### src/rtl/scsi_dma_pkg.sv
// Shared types and constants for the SCSI DMA sequencer.
// Holds the one-hot state encoding, the registered-output bundle,
// the byte-lane width helper and the legal strobe-width range.
package scsi_dma_pkg;

  // Strobe hold range; the inline strobe counter is sized for the maximum
  localparam int STROBE_CYC_MIN = 1;
  localparam int STROBE_CYC_MAX = 15;
  localparam int STB_CNT_W      = 4;

  // One-hot sequencer states
  typedef enum logic [5:0] {
    S_IDLE    = 6'b000001,
    S_CPU_STB = 6'b000010,
    S_CPU_END = 6'b000100,
    S_DMA_STB = 6'b001000,
    S_DMA_END = 6'b010000,
    S_FLUSH   = 6'b100000
  } seq_state_e;

  // Every strobe, steering line and pulse leaves the block through this register
  typedef struct packed {
    logic scsi_cs;
    logic re;
    logic we;
    logic dack;
    logic set_dsack;
    logic cpu2s;
    logic s2cpu;
    logic f2s;
    logic s2f;
    logic rdfifo;
    logic rififo;
    logic incbo;
    logic incni;
    logic incno;
  } seq_out_t;

  // Width of the byte-lane pointer for a power-of-two word size
  function automatic int bo_width(input int bytes_per_word);
    return (bytes_per_word > 1) ? $clog2(bytes_per_word) : 1;
  endfunction

  // Keep an out-of-range strobe width inside what the counter can represent
  function automatic int clamp_strobe(input int cyc);
    if (cyc < STROBE_CYC_MIN) return STROBE_CYC_MIN;
    if (cyc > STROBE_CYC_MAX) return STROBE_CYC_MAX;
    return cyc;
  endfunction

endpackage

### src/rtl/scsi_dma_tc.sv
// Terminal byte counter for the SCSI DMA sequencer.
// Only instantiated when SCSI_DMA_SEQ_TC_EN is defined. A load of zero
// reports done at once; otherwise done rises on the decrement that reaches 0.
module scsi_dma_tc
  import scsi_dma_pkg::*;
#(
  parameter int CNT_W = 24
) (
  input  logic             CLK,
  input  logic             nRESET,
  input  logic             i_load,
  input  logic [CNT_W-1:0] i_val,
  input  logic             i_dec,
  output logic             o_done
);

  logic [CNT_W-1:0] r_cnt;
  logic             r_done;

  // Load, count down once per completed byte, flag exhaustion
  always_ff @(posedge CLK or negedge nRESET) begin
    if (!nRESET) begin
      r_cnt  <= '0;
      r_done <= 1'b0;
    end else if (i_load) begin
      r_cnt  <= i_val;
      r_done <= (i_val == '0);
    end else if (i_dec && (r_cnt != '0)) begin
      r_cnt  <= r_cnt - 1'b1;
      r_done <= (r_cnt == CNT_W'(1));
    end
  end

  assign o_done = r_done;

endmodule

### src/rtl/scsi_dma_seq.sv
// SCSI bus sequencer: arbitrates CPU register accesses against DMA byte
// transfers, generates programmable-width strobes, owns the FIFO byte
// pointer and flushes partial S2F words when DMA stops.
// Optional terminal count: define SCSI_DMA_SEQ_TC_EN.
// All outputs come from one register fed by the state decode, so every
// strobe and pulse appears one cycle after the state that produces it.
module scsi_dma_seq
  import scsi_dma_pkg::*;
#(
  parameter int BYTES_PER_WORD = 4,
  parameter int STROBE_CYC     = 2,
  parameter int CNT_W          = 24
) (
  input  logic                                CLK,
  input  logic                                nRESET,
  input  logic                                CCPUREQ,
  input  logic                                RW,
  input  logic                                CDREQ_,
  input  logic                                DMAENA,
  input  logic                                DMADIR,
  input  logic                                FIFOEMPTY,
  input  logic                                FIFOFULL,
  input  logic                                CLR_BO,
  input  logic                                TC_LOAD,
  input  logic [CNT_W-1:0]                    TC_VAL,
  output logic                                SCSI_CS,
  output logic                                RE,
  output logic                                WE,
  output logic                                DACK,
  output logic                                SET_DSACK,
  output logic                                CPU2S,
  output logic                                S2CPU,
  output logic                                F2S,
  output logic                                S2F,
  output logic                                RDFIFO,
  output logic                                RIFIFO,
  output logic                                INCBO,
  output logic                                INCNI,
  output logic                                INCNO,
  output logic [bo_width(BYTES_PER_WORD)-1:0] BO,
  output logic                                TC_DONE
);

  localparam int                  BO_W     = bo_width(BYTES_PER_WORD);
  localparam logic [BO_W-1:0]     BO_LAST  = BO_W'(BYTES_PER_WORD - 1);
  localparam logic [STB_CNT_W-1:0] STB_LAST = STB_CNT_W'(clamp_strobe(STROBE_CYC) - 1);

  seq_state_e           r_state, w_next;
  seq_out_t             r_out, w_out;
  logic [STB_CNT_W-1:0] r_stb_cnt;
  logic                 r_end_seen;
  logic [BO_W-1:0]      r_bo;
  logic                 w_stb_last;
  logic                 w_ready;
  logic                 w_dma_req;
  logic                 w_flush_pend;
  logic                 w_tc_done;

  assign w_stb_last   = (r_stb_cnt == STB_LAST);
  assign w_ready      = DMADIR ? ((r_bo != '0) || !FIFOEMPTY) : !FIFOFULL;
  assign w_dma_req    = DMAENA && !CDREQ_ && !w_tc_done && w_ready;
  assign w_flush_pend = !DMAENA && !DMADIR && (r_bo != '0);

`ifdef SCSI_DMA_SEQ_TC_EN
  scsi_dma_tc #(.CNT_W(CNT_W)) u_tc (
    .CLK    (CLK),
    .nRESET (nRESET),
    .i_load (TC_LOAD && (r_state == S_IDLE)),
    .i_val  (TC_VAL),
    .i_dec  (r_state == S_DMA_END),
    .o_done (w_tc_done)
  );
`else
  logic w_tc_unused;
  assign w_tc_unused = ^{TC_LOAD, TC_VAL};
  assign w_tc_done   = 1'b0;
`endif

  // State register
  // NOTE: clocked state uses non-blocking assignments so every register samples pre-edge values.
  always_ff @(posedge CLK or negedge nRESET) begin
    if (!nRESET) r_state <= S_IDLE;
    else         r_state <= w_next;
  end

  // Next-state and output decode from the current state
  // NOTE: every output of this block gets a default first, so no path can infer a latch.
  always_comb begin
    w_next = r_state;
    w_out  = '0;
    case (r_state)
      S_IDLE: begin
        if (CCPUREQ)           w_next = S_CPU_STB;
        else if (w_dma_req)    w_next = S_DMA_STB;
        else if (w_flush_pend) w_next = S_FLUSH;
      end
      S_CPU_STB: begin
        w_out.scsi_cs = 1'b1;
        w_out.re      = RW;
        w_out.we      = !RW;
        w_out.cpu2s   = !RW;
        w_out.s2cpu   = RW;
        if (w_stb_last) w_next = S_CPU_END;
      end
      S_CPU_END: begin
        // Acknowledge once; then hold off re-arbitration until the CPU lets go
        w_out.set_dsack = !r_end_seen;
        if (!CCPUREQ) w_next = S_IDLE;
      end
      S_DMA_STB: begin
        w_out.dack   = 1'b1;
        w_out.we     = DMADIR;
        w_out.re     = !DMADIR;
        w_out.f2s    = DMADIR;
        w_out.s2f    = !DMADIR;
        // A fresh F2S word is fetched as its first byte goes out
        w_out.rdfifo = DMADIR && (r_bo == '0) && (r_stb_cnt == '0);
        if (w_stb_last) w_next = S_DMA_END;
      end
      S_DMA_END: begin
        w_out.incbo = 1'b1;
        if (r_bo == BO_LAST) begin
          w_out.incno  = DMADIR;
          w_out.rififo = !DMADIR;
          w_out.incni  = !DMADIR;
        end
        w_next = S_IDLE;
      end
      S_FLUSH: begin
        if (!FIFOFULL) begin
          w_out.rififo = 1'b1;
          w_out.incni  = 1'b1;
          w_next       = S_IDLE;
        end
      end
      default: w_next = S_IDLE;
    endcase
  end

  // Strobe-width counter, CPU_END entry flag and byte pointer
  always_ff @(posedge CLK or negedge nRESET) begin
    if (!nRESET) begin
      r_stb_cnt  <= '0;
      r_end_seen <= 1'b0;
      r_bo       <= '0;
    end else begin
      if (((r_state == S_CPU_STB) || (r_state == S_DMA_STB)) && !w_stb_last)
        r_stb_cnt <= r_stb_cnt + 1'b1;
      else
        r_stb_cnt <= '0;
      r_end_seen <= (r_state == S_CPU_END);
      if (r_state == S_DMA_END)
        r_bo <= r_bo + 1'b1;
      else if ((r_state == S_FLUSH) && !FIFOFULL)
        r_bo <= '0;
      else if ((r_state == S_IDLE) && CLR_BO)
        r_bo <= '0;
    end
  end

  // Output register
  always_ff @(posedge CLK or negedge nRESET) begin
    if (!nRESET) r_out <= '0;
    else         r_out <= w_out;
  end

  assign SCSI_CS   = r_out.scsi_cs;
  assign RE        = r_out.re;
  assign WE        = r_out.we;
  assign DACK      = r_out.dack;
  assign SET_DSACK = r_out.set_dsack;
  assign CPU2S     = r_out.cpu2s;
  assign S2CPU     = r_out.s2cpu;
  assign F2S       = r_out.f2s;
  assign S2F       = r_out.s2f;
  assign RDFIFO    = r_out.rdfifo;
  assign RIFIFO    = r_out.rififo;
  assign INCBO     = r_out.incbo;
  assign INCNI     = r_out.incni;
  assign INCNO     = r_out.incno;
  assign BO        = r_bo;
  assign TC_DONE   = w_tc_done;

endmodule

### config.mk
export PLATFORM = sky130hd
export DESIGN_NAME = scsi_dma_seq
export DESIGN_NICKNAME = d
export VERILOG_FILES = /design/src/rtl/scsi_dma_pkg.sv /design/src/rtl/scsi_dma_tc.sv /design/src/rtl/scsi_dma_seq.sv
export SDC_FILE = /design/constraint.sdc
export NUM_CORES = 1
export LEC_CHECK = 0
export CELL_PAD_IN_SITES_DETAIL_PLACEMENT = 0
export CELL_PAD_IN_SITES_GLOBAL_PLACEMENT = 1
export CORE_AREA = 3 3 61 69
export DETAILED_ROUTE_END_ITERATION = 8
export DIE_AREA = 0 0 64 72
export PLACE_DENSITY = 0.84
export SLEW_MARGIN = 25
export SYNTH_ARGS = -nofsm -noshare
export SYNTH_HDL_FRONTEND = slang
export SYNTH_SLANG_ARGS = --single-unit
export TNS_END_PERCENT = 10
### constraint.sdc
create_clock -name CLK -period 4.9 [get_ports CLK]
set_clock_uncertainty 0.15 [all_clocks]
set_input_delay 0.735 -clock CLK [delete_from_list [all_inputs] [get_ports CLK]]
set_output_delay 0.735 -clock CLK [all_outputs]
set_load 0.05 [all_outputs]
==> Word-level counts from Yosys, hierarchy flattened <==
Index checks and enable logic that the tools add are counted.
{ "classes": {"addsub": 2, "n_reduce_logical": 24, "eq_ne": 13, "muxes": 26} }
{ "ops": {"columns": ["operator", "n"], "rows": [
  ["$mux W6", 7],
  ["$pmux W6 S5", 1],
  ["$mux W2", 5],
  ["$logic_and A1 B1 Y1", 9],
  ["$logic_not A1 Y1", 8],
  ["$mux W1", 8],
  ["$ne A2 B2 Y1 const B", 4],
  ["$eq A6 B1 Y1 const B", 1],
  ["$eq A6 B2 Y1 const B", 1],
  ["$eq A6 B3 Y1 const B", 1],
  ["$eq A6 B4 Y1 const B", 1],
  ["$eq A6 B5 Y1 const B", 1],
  ["$eq A6 B6 Y1 const B", 1],
  ["$reduce_and A5 Y1", 1],
  ["$add A4 B1 Y4 const B", 1],
  ["$eq A4 B1 Y1 const B", 1],
  ["$logic_not A4 Y1", 1],
  ["$mux W4", 1],
  ["$ne A4 B4 Y1 const B", 1],
  ["$pmux W1 S2", 2],
  ["$pmux W2 S2", 1],
  ["$mux W3", 1],
  ["$reduce_bool A3 Y1", 1],
  ["$add A2 B1 Y2 const B", 1],
  ["other kinds (4)", 5]
]} }
{ "totals": {"regBits": 27, "word_cells": 83, "inputBits": 35, "out_inout_bits": 17} }

==> Logic depth before layout (Yosys ltp) <==
Gate-level depths: netlist of run 1.
{ "logic_depth": {"ltp_word": 7, "mapped_depth": 7} }

==> Least setup slack after synthesis of run 1 <==
No wires, ideal clock.
{ "synth_path": {"path_type": "register -> register", "start": "register r_bo[0] (netlist: BO[0])", "end": "register r_state[5]", "period_less_slack_ns": 2.069, "t_arrival_ns": 1.785, "stages_incl_launch_ff": 8, "n_path_buf": 0, "required_time_ns": 4.616, "path_slack_ns": 2.831, "cell_sequence": "dfrtp_1 > inv_1 > ha_1 > nand3_1 > and4b_1 > or4_4 > a21oi_1 > a21oi_1"} }
{ "synth_between": {"elab_chain_len": 7, "elab_cells_between_ends": 10} }
{ "synth_rtl": {"columns": ["element", "line_no", "text"], "rows": [
  ["from (decl)", "scsi_dma_seq.sv:52", "logic [BO_W-1:0] r_bo;"],
  ["from (signal assigned)", "scsi_dma_seq.sv:153", "r_bo <= r_bo + 1'b1;"],
  ["$reduce_bool A2 Y1 *", "scsi_dma_seq.sv:60, scsi_dma_seq.sv:62", null],
  ["$logic_or A1 B1 Y1", "scsi_dma_seq.sv:60", "assign w_ready = DMADIR ? ((r_bo != '0) || !FIFOEMPTY) : !FIFOFULL;"],
  ["$mux W1", "scsi_dma_seq.sv:60", null],
  ["$logic_and A1 B1 Y1", "scsi_dma_seq.sv:61", "assign w_dma_req = DMAENA && !CDREQ_ && !w_tc_done && w_ready;"],
  ["$mux W6", "scsi_dma_seq.sv:94", "else if (w_dma_req) w_next = S_DMA_STB;"],
  ["$mux W6", "scsi_dma_seq.sv:93", "if (CCPUREQ) w_next = S_CPU_STB;"],
  ["$pmux W6 S5", "scsi_dma_seq.sv:91", "case (r_state)"],
  ["to (signal assigned)", "scsi_dma_seq.sv:83", "else r_state <= w_next;"],
  ["to (decl)", "scsi_dma_seq.sv:48", "seq_state_e r_state, w_next;"]
]} }
Mark *: on every way between the ends. The rest lies on a longest branch, timed or not.
A chain may end at the register's enable or synchronous reset.

==> Worst setup path after layout of run 1 <==
{ "layout_path": {"start": "register r_bo[0] (netlist: BO[0])", "end": "output port BO[0]"} }
{ "layout_lines": {"columns": ["element", "line_no", "text"], "rows": [
  ["to (decl)", "scsi_dma_seq.sv:40", "output logic [bo_width(BYTES_PER_WORD)-1:0] BO,"]
]} }
No word-level cell between the ends.

==> metrics.md, run 1 <==
| Metric | Value |
|---|---|
| Ys flop type | dfrtp_1 |
| CTS Sinks | 26 |
| First-pass GRT wire length | 3680 um |
| Switch share | 33.6% |
| Final Hold Vio Count | 0 |
| Max-Cap Viols | 0 |
| Pleak | 0.714 nW |
| Cell variety after synth | 34 |
| # port buffers | 25 |
| Sequential fraction of the synthesis area | 55.7% |
| Drc violations | 0 |
| Die span in y | 72 um |
| Slowest stage delay, CP | 840 ps |
| Multi-input logic area | 477 sq um |
| Seq pwr share | 41.1% |
| Final wirelength | 2290 um |
| Initial antenna violation count | 0 |
| Share of cells above drive strength 1 | 12.2% |
| TritonCTS Buffers | 3 |
| Status | finished, final reports clean |
| Endpoint type of the worst setup path | output pin |
| Syn nets | 144 |
| Iteration count of the initial detailed-routing pass | 4 |
| Worst-path cell chain | clkdlybuf4s50_1 |
| Via Count | 859 |
| Largest net degree at the start of global routing | 27 |
| Fmax | 414 MHz |
| Filler cells | 348 |
| CTS Hold Bufs | 0 |
| Yosys warns | 0 |
| Commonest non-fill, non-tap cell in the layout | dfrtp_1 |
| Clock buffer depth | 2 |
| Period minus WS final | 2420 ps |
| Share of the synthesized area in the top cell type | 53.5% |
| Final period utilization | 49.3% |
| Clock root buffer | clkbuf_8 |
| Setup ws final | 2480 ps |
| Num rows | 23 |
| WP data arrival | 1530 ps |
| Starting Density | 32.5% |
| Nets | 172 |
| Clk_lat worst skew | 270 ps |
| Syn Inst Count | 104 |
| Clk pwr share | 26.4% |
| Power share of the combinational group | 32.5% |
| Register Area | 652 sq um |
| Worst path slowest cell | clkdlybuf4s50_1 |
| Critical Path RT | 4010 ps |
| Die area | 0.00461 sq mm |
| Setup Crit Path Kind | flop to output pin |
| Final cell count without fillers | 181 |
| CTS tree | built |
| Setup_tns | 0 ps |
| Sw Pwr | 0.223 mW |
| GRT Total Usage | 10.3% |
| Async S/R FF share, synth | 100% |
| #FFs+latches synth | 26 |
| Post-placement cell count | 177 |
| Area of the core | 0.00360 sq mm |
| Postcts setup bufs | 0 |
| WP buf/inv | 1 |
| Main area contributors after synthesis | dfrtp_1 (53%), ha_1 (5.3%), nor2_1 (3.2%) |
| Pwr/cell area | 434 mW/mm^2 |
| Post-DR vias/cell | 4.75 |
| Post-cts repair resize count | 0 |
| Die width | 64 um |
| Cell Area, Synth | 0.00117 sq mm |
| Largest register FFs | 6 |
| Clock Pin Slew Worst Setup and Hold Paths | 90 ps |
| WL/cell | 12.6 um |
| Final Core Density | 42.6% |
| HP Class | flop to flop |
| Most frequent cells in the layout | dfrtp_1 (25), clkdlybuf4s50_1 (24), nor2_1 (10), inv_1 (7), nand2_1 (7) |
| Area grow syn2layout | 31.1% |
| Peak supply drop | 196 uV |
| IO Count | 52 |
| GRT Residual Overflow | 0 |
| Worst slew pin tran | 562 ps |
| Crit path max fanout | 4 |
| Initial drt markers | 40 |
| Synthesized area per cell | 11.2 sq um |
| EDFF count, synth | 0 |
| Kind of cell adding the most delay to the critical path | buffers and inverters |
| Slew margin rel. | 62.5% |
| Crit start category | flop |
| Internal power | 0.442 mW |
| Post-synth top area cell | dfrtp_1 |
| HPWL after DPL | 1740 um |
| Dpl ws | 2210 ps |
| Detail Route Antenna Nets | 0 |
| RSZ-0062 raised after global routing | no |
| Diodes inserted | 0 |
| Final estimated routing congestion in global placement | 0.868 |
| Vias in the first global route | 809 |
| Overall Power | 0.665 mW |
| Largest Register | r_state |
| Max-slew violations | 0 |
| Final setup vio count | 0 |
| H-tree levels | 1 |
[synth_stat cells, types with 2 or more instances]
master,instances
xnor2_1,2
or3b_2,2
nor2_1,10
and2_1,2
nand3_1,2
nand3b_1,4
nand2_1,7
or4_1,2
nor4_1,2
a22o_1,2
or3_1,2
a21oi_1,5
nand2b_1,2
inv_1,7
or4_4,2
o21ai_0,3
nor3_1,2
dfrtp_1,25
ha_1,5
buf_4,2
[power by group through the flow]
stage / registers [mW] / clock network (mW) / logic (mW)
floorplan: 0.304 / 0 / 0.126
CTS: 0.273 / 0.178 / 0.220
finish: 0.273 / 0.176 / 0.216
detailed placement: 0.277 / 0 / 0.217
global placement: 0.275 / 0 / 0.214
global route: 0.279 / 0.187 / 0.240
[logic make-up (layout without fill, tap and decap cells)]
logic type,count (synthesis),in the layout,share of synthesized area (%)
XOR/XNOR,3,3,2.25
AO/OA/AOI/OAI,11,11,5.99
other,1,1,0.321
adder cells (fa/ha/maj),5,5,5.35
buffers and inverters,9,36,3.53
multiplexers,1,1,1.28
flip-flops,26,26,55.7
AND/OR/NAND/NOR,48,48,25.6
[final timing paths]
check / start / to / slack (ps) / cells past startpoint
worst max-delay path: BO[0]$_DFFE_PN0P_ / BO[0] / 2480 / 1
worst min-delay path: r_end_seen$_DFF_PN0_ / SET_DSACK$_DFF_PN0_ / 240 / 1
worst max register to register: BO[0]$_DFFE_PN0P_ / r_state[2]$_DFFE_PN0P_ / 2870 / 7
worst min register to register: r_end_seen$_DFF_PN0_ / SET_DSACK$_DFF_PN0_ / 240 / 1
max in group asynchronous: nRESET / r_state[0]$_DFFE_PN1P_ / 3930 / 1
min in group asynchronous: nRESET / S2CPU$_DFF_PN0_ / 300 / 1
[final cells by class]
| cell class | count | share of cell area, % |
|---|---|---|
| sequential | 26 | 42.5 |
| clock buffer | 3 | 2.69 |
| timing repair buffer | 25 | 16.0 |
| inverter | 7 | 1.71 |
| multi-input combinational | 69 | 31.1 |
| tap | 50 | 4.08 |
| clock inverter | 1 | 1.96 |
[stage by stage]
stage          hold WS [ps]  instance area [sq um]
2_1_floorplan           228                   1170
3_3_place_gp            233                   1470
3_5_place_dp            235                   1460
4_1_cts                 246                   1530
5_1_grt                 264                   1530
6_report                242                   1530
[per-layer routing]
layer  vias up  GRT usage [%]  share of wire, %
li1        409              -                 -
met1       421           12.9                44
met2        25           16.3                48
met3         4           2.48               5.9
met4         0           5.76               1.8
met5         -              0                 0
No activity file was read; power rests on OpenSTA's default activity.
==> inputs of run 2 (changes only) <==
--- a/config.mk
+++ b/config.mk
@@ -7,10 +7,10 @@
 export LEC_CHECK = 0
 export CELL_PAD_IN_SITES_DETAIL_PLACEMENT = 0
 export CELL_PAD_IN_SITES_GLOBAL_PLACEMENT = 1
-export CORE_AREA = 3 3 61 69
+export CORE_AREA = 3 3 67 76
 export DETAILED_ROUTE_END_ITERATION = 8
-export DIE_AREA = 0 0 64 72
-export PLACE_DENSITY = 0.84
+export DIE_AREA = 0 0 70 79
+export PLACE_DENSITY = 0.73
 export SLEW_MARGIN = 25
 export SYNTH_ARGS = -nofsm -noshare
 export SYNTH_HDL_FRONTEND = slang
==> constraint.sdc (replaced) <==
create_clock -name CLK -period 2.2 [get_ports CLK]
set_clock_uncertainty 0.15 [all_clocks]
set_input_delay 0.33 -clock CLK [delete_from_list [all_inputs] [get_ports CLK]]
set_output_delay 0.33 -clock CLK [all_outputs]
set_load 0.05 [all_outputs]
==> run 2 against run 1 <==
Net effect: critical path depth grew 6; non-clock buffer count grew 3; final cell count grew 3.9%; largest power group unchanged; combinational power grew 130%; power grew 110%; sequential share of layout area shrank 0.45 points; clock power grew 72%.
==> metrics.md, run 2 (same netlist as run 1, synthesis figures left out) <==
| Metric | Value |
|---|---|
| Crit path max fanout | 4 (unchanged) |
| Peak supply drop | 367 uV (+87%) |
| Clock Pin Slew Worst Setup and Hold Paths | 90 ps (about the same) |
| WP data arrival | 2010 ps (+480 ps) |
| Largest register FFs | 6 (unchanged) |
| GRT Residual Overflow | 0 (unchanged) |
| Die area | 0.00553 sq mm (+20%) |
| Critical Path RT | 2210 ps (-1800 ps) |
| Final Hold Vio Count | 0 (unchanged) |
| Clk_lat worst skew | 270 ps (about the same) |
| Final Core Density | 35.9% (-6.7 points) |
| Worst slew pin tran | 505 ps (-57.5 ps) |
| WL/cell | 12.0 um (-5.4%) |
| Clk pwr share | 21.6% (-4.8 points) |
| Vias in the first global route | 886 (+9.5%) |
| Clock buffer depth | 2 (unchanged) |
| Final wirelength | 2250 um (-1.7%) |
| Drc violations | 0 (unchanged) |
| Area of the core | 0.00432 sq mm (+20%) |
| Seq pwr share | 43.6% (+2.5 points) |
| Crit start category | flop |
| Clock root buffer | clkbuf_8 |
| Post-placement cell count | 184 (+4.0%) |
| Die span in y | 79 um (+9.7%) |
| Setup_tns | 0 ps (unchanged) |
| Final instance area | 0.00155 sq mm (+1.1%) |
| H-tree levels | 1 (unchanged) |
| Initial drt markers | 25 (-38%) |
| Status | finished, final reports clean |
| CTS tree | built |
| HPWL after DPL | 1760 um (+0.97%) |
| Switch share | 35.4% (+1.8 points) |
| Placed cell area | 0.00150 sq mm (+2.2%) |
| Area grow syn2layout | 32.5% |
| Largest Register | r_state |
| Power share of the combinational group | 34.8% (+2.3 points) |
| Max-slew violations | 0 (unchanged) |
| Final setup vio count | 0 (unchanged) |
| Post-cts repair resize count | 0 (unchanged) |
| Setup Crit Path Kind | flop to flop |
| Final estimated routing congestion in global placement | 0.792 (-8.7%) |
| Num rows | 25 (+8.7%) |
| CTS Sinks | 26 (unchanged) |
| GRT Total Usage | 8.26% (-2.0 points) |
| Fmax | 501 MHz |
| # port buffers | 25 (unchanged) |
| Detail Route Antenna Nets | 0 (unchanged) |
| Nets | 175 (+1.7%) |
| Final period utilization | 90.7% |
| Period minus WS final | 2000 ps |
| First-pass GRT wire length | 3820 um (+3.6%) |
| RSZ-0062 raised after global routing | no |
| Iteration count of the initial detailed-routing pass | 4 (unchanged) |
| Pwr/cell area | 904 mW/mm^2 (+110%) |
| IO Count | 52 (unchanged) |
| Largest net degree at the start of global routing | 27 (unchanged) |
| TritonCTS Buffers | 3 (unchanged) |
| Post-DR vias/cell | 4.51 (-5.0%) |
| Slew margin rel. | 66.3% (+3.7 points) |
| Pleak | 0.721 nW (+1.0%) |
| Starting Density | 27.1% (-5.4 points) |
| Fin Hold WS | 240 ps (-1.82 ps) |
| Sw Pwr | 0.495 mW (+120%) |
| Max-Cap Viols | 0 (unchanged) |
| Share of cells above drive strength 1 | 13.4% (+1.2 points) |
| Internal power | 0.906 mW (+100%) |
| Postcts setup bufs | 0 (unchanged) |
| Diodes inserted | 0 (unchanged) |
| Via Count | 848 (-1.3%) |
| Die width | 70 um (+9.4%) |
| CTS Hold Bufs | 0 (unchanged) |
| HP Class | flop to flop |
| Most frequent cells in the layout | dfrtp_1 (25), clkdlybuf4s50_1 (25), nor2_1 (10), inv_1 (7), nand2_1 (7) |
| Endpoint type of the worst setup path | flop |
| Initial antenna violation count | 0 (unchanged) |
| Final cell count without fillers | 188 (+3.9%) |
==> run 2: cell count changes in the layout (fill, tap and decap cells not counted), sizes merged <==
cell	previous run	this run
bufinv	1	0
clkdlybuf4s50	24	25
clkbuf	3	4
buf	1	3
==> run 2: final cells by class <==
class | count | area, sq um
Sequential cell | 26 | 652
Inverter | 7 | 26.3
Tap cell | 54 | 67.6
Timing Repair Buffer | 28 | 273
Fill cell | 441 | 2770
Multi-Input combinational cell | 69 | 477
Clock buffer | 4 | 55.1
==> run 2: path summary, 6_finish.rpt <==
check	startpoint	endpoint	slack (ps)	cells after the start
worst min register to register	r_end_seen$_DFF_PN0_	SET_DSACK$_DFF_PN0_	240	1
worst max register to register	r_stb_cnt[1]$_DFF_PN0_	r_state[3]$_DFFE_PN0P_	200	7
worst max-delay path	r_stb_cnt[1]$_DFF_PN0_	r_state[3]$_DFFE_PN0P_	200	7
worst min-delay path	r_end_seen$_DFF_PN0_	SET_DSACK$_DFF_PN0_	240	1
max in group asynchronous	nRESET	r_state[0]$_DFFE_PN1P_	1340	2
min in group asynchronous	nRESET	BO[1]$_DFFE_PN0P_	270	2
==> run 2: metal layers <==
metal | GRT usage, % | wire [um]
met1 | 10.2 | 1020
met2 | 15.0 | 1120
met3 | 1.14 | 100
met4 | 2.30 | 8
met5 | 0 | 0
==> run 2: power groups by stage <==
stage / Sequential (mW) / Combinational [mW] / Clock [mW]
4_1_cts: 0.609 / 0.490 / 0.310
6_report: 0.610 / 0.488 / 0.303
2_1_floorplan: 0.678 / 0.281 / 0
3_5_place_dp: 0.618 / 0.487 / 0
3_3_place_gp: 0.614 / 0.481 / 0
5_1_grt: 0.624 / 0.532 / 0.331
==> run 2: worst max-delay path: stages, from the launching register on <==
cell and delay, ps:
dfrtp_1 410, inv_1 80, ha_1 140, nor3b_1 380
nor3_2 90, a211oi_2 260, nand2_1 160, a22o_1 210
==> run 2: metrics by stage <==
stage	power (mW)	setup slack [ps]
final	1.40	205
after global routing	1.49	92.0
after CTS	1.41	192
after detailed placement	1.11	1.72
after global placement	1.09	25.8
after floorplan	0.959	131
